`src/rtl/tile_pkg.sv`:
```
// Shared tile-map definitions: map geometry, control word layout, request payload and writer states.
package tile_pkg;

  localparam int unsigned ROWS = 30;
  localparam int unsigned COLS = 40;

  localparam int unsigned CTRL_W   = 32;
  localparam int unsigned TILE_LSB = 0;
  localparam int unsigned TILE_W   = 8;
  localparam int unsigned ROW_LSB  = 8;
  localparam int unsigned ROW_W    = 6;
  localparam int unsigned COL_LSB  = 14;
  localparam int unsigned COL_W    = 6;

  typedef struct packed {
    logic [ROW_W-1:0]  row;
    logic [COL_W-1:0]  col;
    logic [TILE_W-1:0] tile;
  } tile_req_t;

  typedef enum logic {
    IDLE  = 1'b0,
    CLEAR = 1'b1
  } writer_state_t;

  // Build a map write word; unused upper bits stay zero.
  function automatic logic [CTRL_W-1:0] pack_control(input logic [COL_W-1:0]  col,
                                                     input logic [ROW_W-1:0]  row,
                                                     input logic [TILE_W-1:0] tile);
    logic [CTRL_W-1:0] w;
    w = '0;
    w[TILE_LSB +: TILE_W] = tile;
    w[ROW_LSB  +: ROW_W]  = row;
    w[COL_LSB  +: COL_W]  = col;
    return w;
  endfunction

endpackage

```
`src/rtl/sync_fifo.sv`:
```
// Single-clock FIFO with registered full/empty/count; flush discards stored entries but keeps a same-cycle push.
module sync_fifo #(
  parameter int unsigned WIDTH = 8,
  parameter int unsigned DEPTH = 16
) (
  input  logic                     clk,
  input  logic                     reset,
  input  logic                     push,
  input  logic                     pop,
  input  logic                     flush,
  input  logic [WIDTH-1:0]         wdata,
  output logic [WIDTH-1:0]         rdata_c,
  output logic                     full,
  output logic                     empty,
  output logic [$clog2(DEPTH):0]   count
);

  localparam int unsigned PTR_W = $clog2(DEPTH);
  localparam int unsigned CNT_W = PTR_W + 1;

  logic [PTR_W-1:0] wr_q, wr_d, rd_q, rd_d;
  logic [CNT_W-1:0] cnt_q, cnt_d;
  logic             full_q, full_d, empty_q, empty_d;
  logic             do_push, do_pop;
  logic [WIDTH-1:0] mem_q [DEPTH];

  always_comb begin
    do_push = push && !full_q;
    do_pop  = pop && !empty_q && !flush;
    wr_d    = wr_q;
    rd_d    = rd_q;
    cnt_d   = cnt_q;
    if (flush) begin
      rd_d  = wr_q;
      cnt_d = '0;
    end
    if (do_push) begin
      wr_d  = wr_q + PTR_W'(1);
      cnt_d = cnt_d + CNT_W'(1);
    end
    if (do_pop) begin
      rd_d  = rd_q + PTR_W'(1);
      cnt_d = cnt_d - CNT_W'(1);
    end
    full_d  = (cnt_d == CNT_W'(DEPTH));
    empty_d = (cnt_d == '0);
  end

  always_ff @(posedge clk) begin
    if (reset) begin
      wr_q    <= '0;
      rd_q    <= '0;
      cnt_q   <= '0;
      full_q  <= 1'b0;
      empty_q <= 1'b1;
    end else begin
      wr_q    <= wr_d;
      rd_q    <= rd_d;
      cnt_q   <= cnt_d;
      full_q  <= full_d;
      empty_q <= empty_d;
    end
  end

  always_ff @(posedge clk) begin
    if (do_push) mem_q[wr_q] <= wdata;
  end

  assign rdata_c = mem_q[rd_q];
  assign full    = full_q;
  assign empty   = empty_q;
  assign count   = cnt_q;

endmodule

```
`src/rtl/tile_writer.sv`:
```
// Queues tile-update requests and serialises them onto the map control word; also sweeps a full-screen clear.
module tile_writer #(
  parameter int unsigned DEPTH = 16,
  parameter int unsigned ROWS  = tile_pkg::ROWS,
  parameter int unsigned COLS  = tile_pkg::COLS
) (
  input  logic        clk,
  input  logic        reset,
  input  logic        req_valid,
  output logic        req_ready,
  input  logic [5:0]  req_row,
  input  logic [5:0]  req_col,
  input  logic [7:0]  req_tile,
  input  logic        clear_start,
  input  logic [7:0]  clear_tile,
  output logic        busy,
  output logic [7:0]  dropped,
  output logic [31:0] control
);

  import tile_pkg::*;

  localparam int unsigned CNT_W = $clog2(DEPTH) + 1;
  localparam int unsigned REQ_W = $bits(tile_req_t);
  localparam logic [ROW_W-1:0] ROW_LIM  = ROW_W'(ROWS);
  localparam logic [ROW_W-1:0] ROW_LAST = ROW_W'(ROWS - 1);
  localparam logic [COL_W-1:0] COL_LIM  = COL_W'(COLS);
  localparam logic [COL_W-1:0] COL_LAST = COL_W'(COLS - 1);

  writer_state_t      state_q, state_d;
  logic [ROW_W-1:0]   row_q, row_d;
  logic [COL_W-1:0]   col_q, col_d;
  logic [TILE_W-1:0]  ctile_q, ctile_d;
  logic [CTRL_W-1:0]  control_q, control_d;
  logic [7:0]         dropped_q, dropped_d;
  logic               busy_q, busy_d;
  logic               avail_q, avail_d;

  tile_req_t          wr_req, rd_req;
  logic [REQ_W-1:0]   rd_raw;
  logic               fifo_full, fifo_empty;
  logic [CNT_W-1:0]   fifo_count;
  logic               accept, in_range, push, start, pop;

  sync_fifo #(
    .WIDTH (REQ_W),
    .DEPTH (DEPTH)
  ) u_fifo (
    .clk     (clk),
    .reset   (reset),
    .push    (push),
    .pop     (pop),
    .flush   (start),
    .wdata   (wr_req),
    .rdata_c (rd_raw),
    .full    (fifo_full),
    .empty   (fifo_empty),
    .count   (fifo_count)
  );

  // avail_q lags FIFO occupancy one cycle, giving the two-edge request-to-control latency.
  always_comb begin
    wr_req    = '{row: req_row, col: req_col, tile: req_tile};
    rd_req    = tile_req_t'(rd_raw);
    accept    = req_valid && !fifo_full;
    in_range  = (req_row < ROW_LIM) && (req_col < COL_LIM);
    push      = accept && in_range;
    start     = (state_q == IDLE) && clear_start;
    pop       = (state_q == IDLE) && !clear_start && avail_q && !fifo_empty;

    state_d   = state_q;
    row_d     = row_q;
    col_d     = col_q;
    ctile_d   = ctile_q;
    control_d = control_q;
    dropped_d = dropped_q;
    avail_d   = !fifo_empty;

    if (accept && !in_range && (dropped_q != 8'hFF)) dropped_d = dropped_q + 8'd1;

    case (state_q)
      IDLE: begin
        if (clear_start) begin
          state_d = CLEAR;
          row_d   = '0;
          col_d   = '0;
          ctile_d = clear_tile;
        end else if (pop) begin
          control_d = pack_control(rd_req.col, rd_req.row, rd_req.tile);
        end
      end
      CLEAR: begin
        control_d = pack_control(col_q, row_q, ctile_q);
        if (col_q == COL_LAST) begin
          col_d = '0;
          if (row_q == ROW_LAST) state_d = IDLE;
          else                   row_d   = row_q + ROW_W'(1);
        end else begin
          col_d = col_q + COL_W'(1);
        end
      end
      default: state_d = IDLE;
    endcase

    busy_d = (state_d == CLEAR) || push || (fifo_count > CNT_W'(1)) ||
             ((fifo_count == CNT_W'(1)) && !pop);
  end

  always_ff @(posedge clk) begin
    if (reset) begin
      state_q   <= IDLE;
      row_q     <= '0;
      col_q     <= '0;
      ctile_q   <= '0;
      control_q <= '0;
      dropped_q <= '0;
      busy_q    <= 1'b0;
      avail_q   <= 1'b0;
    end else begin
      state_q   <= state_d;
      row_q     <= row_d;
      col_q     <= col_d;
      ctile_q   <= ctile_d;
      control_q <= control_d;
      dropped_q <= dropped_d;
      busy_q    <= busy_d;
      avail_q   <= avail_d;
    end
  end

  assign req_ready = !fifo_full;
  assign busy      = busy_q;
  assign dropped   = dropped_q;
  assign control   = control_q;

endmodule

```
`config.mk`:
```
export PLATFORM = sky130hd
export DESIGN_NAME = tile_writer
export DESIGN_NICKNAME = d
export VERILOG_FILES = /design/src/rtl/tile_pkg.sv /design/src/rtl/sync_fifo.sv /design/src/rtl/tile_writer.sv
export SDC_FILE = /design/constraint.sdc
export NUM_CORES = 1
export LEC_CHECK = 0
export ABC_CLOCK_PERIOD_IN_PS = 3000
export BUFFER_PORTS_ARGS = -buffer_cell sky130_fd_sc_hd__buf_2
export CAP_MARGIN = 20
export CORE_MARGIN = 2
export CORE_UTILIZATION = 47
export DETAILED_ROUTE_END_ITERATION = 8
export PLACE_DENSITY = 0.66
export SETUP_SLACK_MARGIN = 0.2
export SLEW_MARGIN = 40
export SYNTH_ARGS = -nofsm -noshare
export SYNTH_HDL_FRONTEND = slang
export SYNTH_SLANG_ARGS = --single-unit
```
`constraint.sdc`:
```
create_clock -name clk -period 3 [get_ports clk]
set_input_delay 0.15 -clock clk [delete_from_list [all_inputs] [get_ports clk]]
set_output_delay 0.15 -clock clk [all_outputs]
set_load 0.005 [all_outputs]
```
==> results.cfg <==
[run_status]
status = finished clean

[final_layout]
finalInstanceArea_sq_um = 18200
multi_input_area_sq_um = 4270
n_fill_cell = 2516
nNetsFinal = 1013
layout-drive-gt1-share_pct = 23.9
synthToLayoutAreaGrowth_pct = 16.6
n_antenna_cell = 0
final-seq-area_sq_um = 11000

[route]
post_drt_wl_per_cell_microns = 22.6
dr.pass1.iters = 5
via_per_inst = 5.59
drc = 0
ant_nets = 0
vias = 8074
drt-initial-drc-count = 734
routed_wl_microns = 32600

[synthesis]
synthArstFlopShare_pct = 0
synth_top_family_by_area = multiplexers
synth_edf_count = 320
synthAdderAreaFrac_pct = 0.883
syn-cell-area_sq_um = 15600
synth_compound_area_share_pct = 3.68
synthXorXnorAreaFrac_pct = 1.40
syn_area_per_cell_sq_um = 18.6
synth-seq-area-share_pct = 70.6
synthMuxAreaShare_pct = 16.1
synth-simple-area-share_pct = 4.55
yosysWarnings = 0
synthCells = 838
ys_ff_latch = 390
synthFlopType = edfxtp_1
synth_cell_type_count = 54

[timing]
finalCriticalPeriod_ns = 2.54
maxSlewViolCount = 0
rsz0062_at_grt = no
worst_pin_slew_ns = 0.661
finalCritPeriodShare_pct = 84.8
setup_viol = 0
hold_violations = 0
slew_headroom_pct = 55.9
fmaxAchievable_ghz = 0.393
clock_skew_ns = 0.0110
setup_ws_ns = 0.455
setup_tns_ns = 0

[min_path]
hp-class = in2reg
hp-start = req_tile[2]
worstHoldEndpoint = u_fifo.mem_q[9][2]
worstHoldPathCells = 1

[worst_setup_path]
crit_type = in2reg
r2r_slack_ns = 0.50
endpoint_kind = flop
start_kind = input pin
required_ns = 3.43
r2r_cells = 10
timing.rr.end = u_fifo.empty
arrival_ns = 2.98
critPathMaxFanout = 18
r2r_start = state_q

[clocking]
clkLatencyLatePin_ns = 0.54
cts_made_buffers = 42
cts_buffer_depth = 3
cts_tree = yes
numClockSinks = 390
clk_pin_slew_ns = 0.06
cts_max_level = 2
cts_setup_buffers = 0
root_buffer = clkbuf_16

[grt]
grtUsageTotal_pct = 19.1
grt_overflow = 0
grt_pass1_wl_microns = 48400
antenna_found_initial = 2
grt_max_degree = 44
grt_pass1_vias = 8009

[pwr]
peakVddDrop_mv = 0.409
power.leakage_nw = 6.00
p_per_area_nw_per_um2 = 611

[floorplan]
die-area_sq_um = 34600
rows = 66
num_io_pins = 74
die_h_microns = 186
initial_core_util_pct = 47.8
fp.dieW_microns = 186
fp.coreArea_sq_um = 32600

[place]
routabilityCongestion = 0.792
dpl.hpwl_microns = 19500
placed_area_sq_um = 16700
place_ws_ns = 0.306
port_buffers = 61

[run]
maxCapViolCount = 0
==> worst max-delay path by stage <==
| stage | slack (ns) | endpoint | startpoint | cells after the start |
|---|---|---|---|---|
| 2_1_floorplan | 0.65 | u_fifo.empty | state_q | 11 |
| 3_3_place_gp | 0.37 | u_fifo.empty | req_row[4] | 10 |
| 3_5_place_dp | 0.31 | u_fifo.full | req_row[4] | 10 |
| 4_1_cts | 0.33 | u_fifo.empty | req_row[4] | 11 |
| 5_1_grt | 0.27 | u_fifo.full | req_row[4] | 11 |
| 6_report | 0.46 | u_fifo.empty | req_row[4] | 11 |
==> per-stage QoR <==
step | hold WS [ns] | utilization, % | std cells | power (mW)
floorplan | 0.249 | - | 849 | 6.27
global placement | 0.393 | 51.2 | 1348 | 6.42
detailed placement | 0.405 | 51.2 | 1348 | 6.43
CTS | 0.00186 | 55.7 | 1444 | 11.2
global route | 0.0110 | 55.7 | 1444 | 11.4
finish | 0.0121 | 55.7 | 1444 | 11.1
==> critical path, stage by stage <==
cell,delay (ns)
dlygate4sd3_1,0.53
buf_2,0.22
a41oi_2,0.34
and4_1,0.36
mux2i_1,0.28
ha_1,0.24
nand2_1,0.13
xnor2_1,0.15
a31oi_1,0.28
xnor2_1,0.10
a31o_1,0.20
==> logic make-up after synthesis <==
family	count (synthesis)
AO/OA/AOI/OAI	82
flip-flops	390
multiplexers	106
XOR/XNOR	25
AND/OR/NAND/NOR	144
adder cells (fa/ha/maj)	11
other	1
buffers and inverters	79
==> per-layer routing <==
layer / vias up / part of all wire (%) / GRT usage, %
met5: - / 0.049 / 0
li1: 3637 / - / -
met3: 48 / 6.4 / 4.11
met2: 244 / 47 / 30.6
met1: 4141 / 45 / 27.2
met4: 4 / 1.5 / 4.13
==> where the power goes <==
group	internal, mW	switching (mW)
clock	2.73	2.04
combinational	0.175	0.234
sequential	5.90	0.0284
total	8.81	2.30
==> layout by cell type, fill, tap and decap left out, types with 5 or more instances in the layout <==
cell type	count
inv_1	23
clkbuf_1	18
nand2_1	38
dfxtp_1	67
clkbuf_16	42
nand4_1	11
nand3_1	5
clkinv_2	9
mux4_1	52
buf_12	6
o221a_1	18
nor2_2	12
conb_1	12
xnor2_1	19
buf_4	46
nand2b_1	7
and2_1	5
xor2_1	6
mux2i_1	6
edfxtp_1	320
nor2_1	33
nor3_1	10
dlygate4sd3_1	20
mux4_2	48
buf_2	61
a21oi_1	39
o21ai_0	7
ha_1	11
==> flip-flops by register name (all words and copies together) (netlist names), 4 cells and up, named ones only <==
signal	flops
u_fifo.mem_q	320
control	20
ctile_q	8
dropped	8
col_q	6
row_q	6
u_fifo.count	5
u_fifo.rd_q	4
u_fifo.wr_q	4
==> repair_timing <==
action,CTS,global route
hold buffers,20,0
gates resized for setup,0,1
setup endpoints to repair,0,2
hold endpoints to repair,195,0
==> final cells by class <==
type	count	area share [%]
Timing Repair Buffer	133	5.34
Multi-Input combinational cell	380	23.5
Tap cell	442	3.04
Clock buffer	61	6.23
Inverter	23	0.475
Sequential cell	390	60.6
Clock inverter	15	0.778
==> synth_stat cells (2+ instances only) <==
master	count	area (sq um)
edfxtp_1	320	9610
dfxtp_1	70	1400
mux4_1	52	1370
mux4_2	48	1080
nor2_1	45	169
a21oi_1	39	195
nand2_1	38	143
clkbuf_1	24	90.1
inv_1	23	86.3
xnor2_1	19	166
o221a_1	18	203
nor3_1	14	70.1
buf_4	12	90.1
ha_1	11	138
nand4_1	11	68.8
buf_2	9	45.0
buf_6	8	90.1
nand2b_1	7	43.8
o21ai_0	7	35.0
mux2i_1	6	60.1
xor2_1	6	52.6
and2_1	5	31.3
nand3_1	5	25.0
a31oi_1	4	25.0
and3_1	3	18.8
a22oi_1	2	15.0
and4b_1	2	20.0
buf_1	2	7.51
nand4b_1	2	17.5
or3_1	2	12.5
(Power assumes the default switching activity.)
